$ cat src/rtl/generic_bus_latency_shim.sv
// Wait-state injector between the L1 cache generic_bus port and the memory model.
// Define GENERIC_BUS_SHIM_RANDLAT_EN to add LFSR-driven random extra latency.
module generic_bus_latency_shim #(
    parameter int unsigned ADDR_W    = 32,
    parameter int unsigned DATA_W    = 32,
    parameter int unsigned LATENCY   = 4,
    parameter logic [3:0]  RAND_MASK = 4'hF
) (
    input  logic                CLK,
    input  logic                nRST,
    input  logic [ADDR_W-1:0]   up_addr,
    input  logic [DATA_W-1:0]   up_wdata,
    input  logic [DATA_W/8-1:0] up_byte_en,
    input  logic                up_ren,
    input  logic                up_wen,
    output logic [DATA_W-1:0]   up_rdata,
    output logic                up_busy,
    output logic [ADDR_W-1:0]   dn_addr,
    output logic [DATA_W-1:0]   dn_wdata,
    output logic [DATA_W/8-1:0] dn_byte_en,
    output logic                dn_ren,
    output logic                dn_wen,
    input  logic [DATA_W-1:0]   dn_rdata,
    input  logic                dn_busy,
    output logic                protocol_err,
    output logic [15:0]         txn_cnt
);

    // Counter must hold LATENCY plus the largest random extra (15).
    localparam int unsigned CNT_W = $clog2(LATENCY + 17);

    typedef enum logic [1:0] {
        IDLE,
        WAIT,
        ISSUE,
        RESP
    } state_t;

    state_t           state;
    state_t           state_nx;
    logic [CNT_W-1:0] wait_cnt;
    logic [CNT_W-1:0] wait_dec;
    logic [CNT_W-1:0] wait_load;
    logic [3:0]       rand_bits;
    logic             op_wr;
    logic             req;
    logic             accept;

    assign req      = up_ren | up_wen;
    assign accept   = (state == IDLE) && req;
    assign wait_dec = wait_cnt - CNT_W'(1);

`ifdef GENERIC_BUS_SHIM_RANDLAT_EN
    logic [15:0] lfsr;
    logic        lfsr_fb;

    assign lfsr_fb = lfsr[15] ^ lfsr[13] ^ lfsr[12] ^ lfsr[10];

    // Current value sets this request's extra latency; it then advances.
    always_ff @(posedge CLK or negedge nRST) begin
        if (!nRST) begin
            lfsr <= 16'hACE1;
        end else if (accept) begin
            lfsr <= {lfsr[14:0], lfsr_fb};
        end
    end

    assign rand_bits = lfsr[3:0];
`else
    assign rand_bits = '0;
`endif

    assign wait_load = CNT_W'(LATENCY) + CNT_W'(rand_bits & RAND_MASK);

    always_ff @(posedge CLK or negedge nRST) begin
        if (!nRST) begin
            state <= IDLE;
        end else begin
            state <= state_nx;
        end
    end

    always_comb begin
        state_nx = state;
        case (state)
            IDLE: begin
                if (req) begin
                    state_nx = (wait_load == '0) ? ISSUE : WAIT;
                end
            end
            WAIT: begin
                // Cache withdrawing its request cancels before anything reaches memory.
                if (!req) begin
                    state_nx = IDLE;
                end else if (wait_dec == '0) begin
                    state_nx = ISSUE;
                end
            end
            ISSUE: begin
                if (!dn_busy) begin
                    state_nx = RESP;
                end
            end
            RESP: begin
                state_nx = IDLE;
            end
            default: begin
                state_nx = IDLE;
            end
        endcase
    end

    always_ff @(posedge CLK or negedge nRST) begin
        if (!nRST) begin
            dn_addr      <= '0;
            dn_wdata     <= '0;
            dn_byte_en   <= '0;
            op_wr        <= 1'b0;
            wait_cnt     <= '0;
            up_rdata     <= '0;
            txn_cnt      <= '0;
            protocol_err <= 1'b0;
        end else begin
            if (accept) begin
                dn_addr    <= up_addr;
                dn_wdata   <= up_wdata;
                dn_byte_en <= up_byte_en;
                op_wr      <= up_wen;
                wait_cnt   <= wait_load;
            end
            if (state == WAIT) begin
                wait_cnt <= wait_dec;
            end
            if ((state == ISSUE) && !dn_busy && !op_wr) begin
                up_rdata <= dn_rdata;
            end
            if (state == RESP) begin
                txn_cnt <= txn_cnt + 16'd1;
            end
            if (up_ren && up_wen) begin
                protocol_err <= 1'b1;
            end
        end
    end

    assign dn_ren  = (state == ISSUE) && !op_wr;
    assign dn_wen  = (state == ISSUE) && op_wr;
    assign up_busy = (state != RESP);

endmodule

$ cat config.mk
export PLATFORM = sky130hd
export DESIGN_NAME = generic_bus_latency_shim
export DESIGN_NICKNAME = d
export VERILOG_FILES = /design/src/rtl/generic_bus_latency_shim.sv
export SDC_FILE = /design/constraint.sdc
export NUM_CORES = 1
export LEC_CHECK = 0
export BUFFER_PORTS_ARGS = -buffer_cell sky130_fd_sc_hd__buf_2
export CAP_MARGIN = 20
export CORE_ASPECT_RATIO = 0.7
export CORE_MARGIN = 8
export CORE_UTILIZATION = 40
export CTS_CLUSTER_DIAMETER = 120
export DETAILED_ROUTE_END_ITERATION = 10
export PLACE_DENSITY = 0.7
export SYNTH_ARGS = -nofsm -noshare
export SYNTH_HDL_FRONTEND = slang
export SYNTH_SLANG_ARGS = --single-unit
$ cat constraint.sdc
create_clock -name CLK -period 1.6 [get_ports CLK]
set_clock_uncertainty 0.1 [all_clocks]
set_input_delay 0.16 -clock CLK [delete_from_list [all_inputs] [get_ports CLK]]
set_output_delay 0.16 -clock CLK [all_outputs]
set_load 0.03 [all_outputs]
==> out/results.tsv <==
stage	metric	value	unit
worst_setup_path	CP bufs+invs	1	
worst_setup_path	kind of critical path	reg -> reg	
power_and_ir_drop	Pwr Total	0.01651	W
worst_setup_path	Reg2Reg Launch Point	state[0]	
synth	Synth Flop Type	dfrtp_1	
clock_tree	CTS Root Cell	clkbuf_16	
synth	cell area after synthesis	4833	um^2
sta	Setup violations, final	0	
worst_setup_path	WP data required	1.77	ns
floorplan	die height	108.0	um
worst_setup_path	CP max stage cell	dfrtp_1	
cells_and_area	layout cell share with drive strength beyond 1	55.39	%
clock_tree	CTS Sinks	125	
clock_tree	insertion delay to the later sink of the worst-skew pair	0.40	ns
power_and_ir_drop	Worst VDD drop	1274	uV
power_and_ir_drop	sequential share of power	32.9	%
global_routing	largest net degree at the start of global routing	65	
floorplan	Rows	33	
worst_setup_path	critical path depth in cells	4	
place	Port-buffer cells	224	
global_routing	vias in the first global route	4418	
job	MaxCap Viol Count	0	
floorplan	Initial Util	41.07	%
synth	most frequent cells after synthesis	dfrtp_1 (125), mux2_2 (99), nor2_1 (11), xnor2_1 (11), nand2_1 (10)	
cells_and_area	Synth-to-Final Area Change	63.91	%
power_and_ir_drop	switching share of total power	40.67	%
global_routing	aggregate global routing overflow	0	
synth	syn avg cell area	15.20	um^2
sta	worst-margin pin slew	0.3815	ns
sta	Peak Freq	637.0	MHz
run_status	status	completed	
floorplan	io pins	225	
floorplan	Die X	147.4	um
worst_setup_path	Reg2Reg Depth	4	
power_and_ir_drop	NetSw	0.006714	W
worst_setup_path	Worst R2R Setup Slack	0.03	ns
min_path	worst hold path type	in -> reg	
power_and_ir_drop	PD cells	2084	nW/um^2
synth	number of flops mapped to enable cells by yosys	0	
cells_and_area	Final Instance Count excl. Fillers	835	
synth	Yosys top cell by area	dfrtp_1	
place	dpl hpwl	9.156	mm
synth	share of the synthesized area in the top cell type	64.72	%
place	Placed Cells	697	
route	DR vias	3917	
sta	fin crit period	1.570	ns
synth	most numerous cell in the Yosys netlist	dfrtp_1	
min_path	worst hold path stage count	3	
clock_tree	clk slew on worst S/H paths	0.05	ns
clock_tree	CTS H-tree lvls	4	
worst_setup_path	Max Fanout on Critical Path	32	
synth	yosys warns	0	
synth	sequential-to-total area share from yosys stat	64.72	%
sta	Fin. Hold Viols	0	
worst_setup_path	reg-to-reg endpoint	up_rdata[27]	
global_routing	antenna violations before repair	1	
route	WL per Instance	16.97	um
route	Initial DRT Pass Iterations	4	
route	via/cell ratio	4.691	
min_path	hold path start	dn_busy	
worst_setup_path	Crit. End Element	flip-flop	
worst_setup_path	critical path startpoint	state[0]	
synth	Post-synth ARST share	100.0	%
route	DRC Markers	0	
worst_setup_path	CP Cell Sequence	nand2b_4 -> nor3_4 -> buf_12 -> mux2_2	
power_and_ir_drop	Internal	0.009796	W
power_and_ir_drop	share of power burned in the clock network	22.2	%
cells_and_area	Layout Nets	772	
worst_setup_path	CP startpoint kind	flip-flop	
route	WL final	14.17	mm
synth	post-synthesis cell type count	27	
route	DRT iter0 DRCs	104	
clock_tree	clock tree from TritonCTS	built	
synth	Area contributors post-synth	dfrtp_1 (65%), mux2_2 (23%), xnor2_1 (2.0%), xor2_1 (1.3%), nor2_1 (0.85%)	
global_routing	GRT Resource Usage Total	17.89	%
global_routing	first-pass GRT wire length	22.69	mm
place	gpl congestion	0.6965	
clock_tree	Max clock buf depth	2	
synth	Post-Synthesis Net Count	426	
worst_setup_path	Critical Path Max Stage Delay	0.39	ns
worst_setup_path	crit path to	up_rdata[27]	
clock_tree	number of CTS-inserted buffers	17	
worst_setup_path	crit path DAT	1.74	ns
synth	cell count after synthesis	318	
sta	Slew Viols, Final	0	
sta	Final period util	98.12	%
sta	RSZ-0062 raised after global routing	true	
worst_setup_path	critical path's top delay family	flip-flops	
sta	slew margin rel.	74.57	%
cells_and_area	Fillers	834	
floorplan	Core ar.	11770	um^2
power_and_ir_drop	leakage	3.884	nW
sta	WHS	0.05925	ns
route	ANT nets after route	0	
floorplan	die area	15910	um^2
power_and_ir_drop	Combinational Power Share	45.0	%
synth	#FFs+latches synth	125	
[cell families after synthesis]
group | after synthesis | synth area share [%]
flip-flops | 125 | 64.72
multiplexers | 101 | 23.53
adder cells (fa/ha/maj) | 3 | 0.7767
buffers and inverters | 16 | 1.682
AND/OR/NAND/NOR | 43 | 4.479
AO/OA/AOI/OAI | 12 | 1.553
XOR/XNOR | 18 | 3.262
[layer usage]
metal | track usage (%) | share of wire [%] | up-vias
li1 | - | - | 1804
met1 | 18.30 | 35 | 1947
met2 | 32.21 | 55 | 142
met3 | 6.717 | 7.7 | 24
met4 | 8.774 | 2.1 | 0
met5 | 0 | 0 | -
[timing repair]
item / in CTS / in global routing
setup endpoints to repair: 2 / 23
buffers inserted: 1 / 1
hold buffers: 104 / 0
hold endpoints to repair: 227 / 0
gates resized for setup: 11 / 5
[flip-flops by register name, indices dropped and copies added (netlist names), named ones only]
signal and count:
state 1, dn_wdata 32, dn_byte_en 4, up_rdata 32, wait_cnt 5, protocol_err 1
txn_cnt 16, dn_addr 32, op_wr 1
[power by group through the flow]
| stage | sequential, W | combinational [W] | clock, W |
|---|---|---|---|
| floorplan | 0.00804 | 0.00220 | 0 |
| global placement | 0.00531 | 0.00703 | 0 |
| detailed placement | 0.00541 | 0.00718 | 0 |
| CTS | 0.00539 | 0.00742 | 0.00376 |
| global route | 0.00560 | 0.00786 | 0.00388 |
| finish | 0.00542 | 0.00743 | 0.00366 |
[through the flow]
step           setup TNS, ns  util [%]  instance area, um^2  setup WS (ns)
5_1_grt              -0.1716     67.33                 7923       -0.02068
4_1_cts                    0     67.08                 7894        0.02453
2_1_floorplan       -0.01382         -                 4842       -0.01382
3_3_place_gp               0     53.07                 6245        0.05762
6_report                   0     67.33                 7923        0.03008
3_5_place_dp               0     53.07                 6245        0.01604
[worst register-to-register path, cell delays in order (launching register included)]
cell      delay [ns]
dfrtp_1         0.39
nand2b_4        0.20
nor3_4          0.16
buf_12          0.23
mux2_2          0.37
[how the worst min path moves through the flow]
| stage | endpoint |
|---|---|
| 2_1_floorplan | asynchronous set/reset pin |
| 3_3_place_gp | up_rdata[14] |
| 3_5_place_dp | up_rdata[14] |
| 4_1_cts | state[0] |
| 5_1_grt | state[0] |
| 6_report | state[0] |
[layout make-up]
type | count | area (um^2) | share of cell area, %
Multi-Input combinational cell | 177 | 1683 | 21.24
Timing Repair Buffer | 339 | 2325 | 29.34
Antenna cell | 1 | 2.502 | 0.03159
Inverter | 4 | 15.01 | 0.1895
Tap cell | 157 | 196.4 | 2.479
Sequential cell | 125 | 3132 | 39.53
Clock inverter | 11 | 118.9 | 1.500
Clock buffer | 21 | 450.4 | 5.685
[layout by cell type (no fill, tap or decap), types with 4 or more instances in the layout]
cell type,n
xnor2_1,11
buf_12,5
buf_2,220
nand2_1,10
inv_1,4
mux2_2,99
clkinv_2,5
clkbuf_16,17
dlygate4sd3_1,104
nand3_1,5
dfrtp_1,122
nand4_1,5
nor2_1,8
buf_4,8
xor2_1,7
o21ai_0,5
Note: power is estimated with default switching activity, not from simulation.
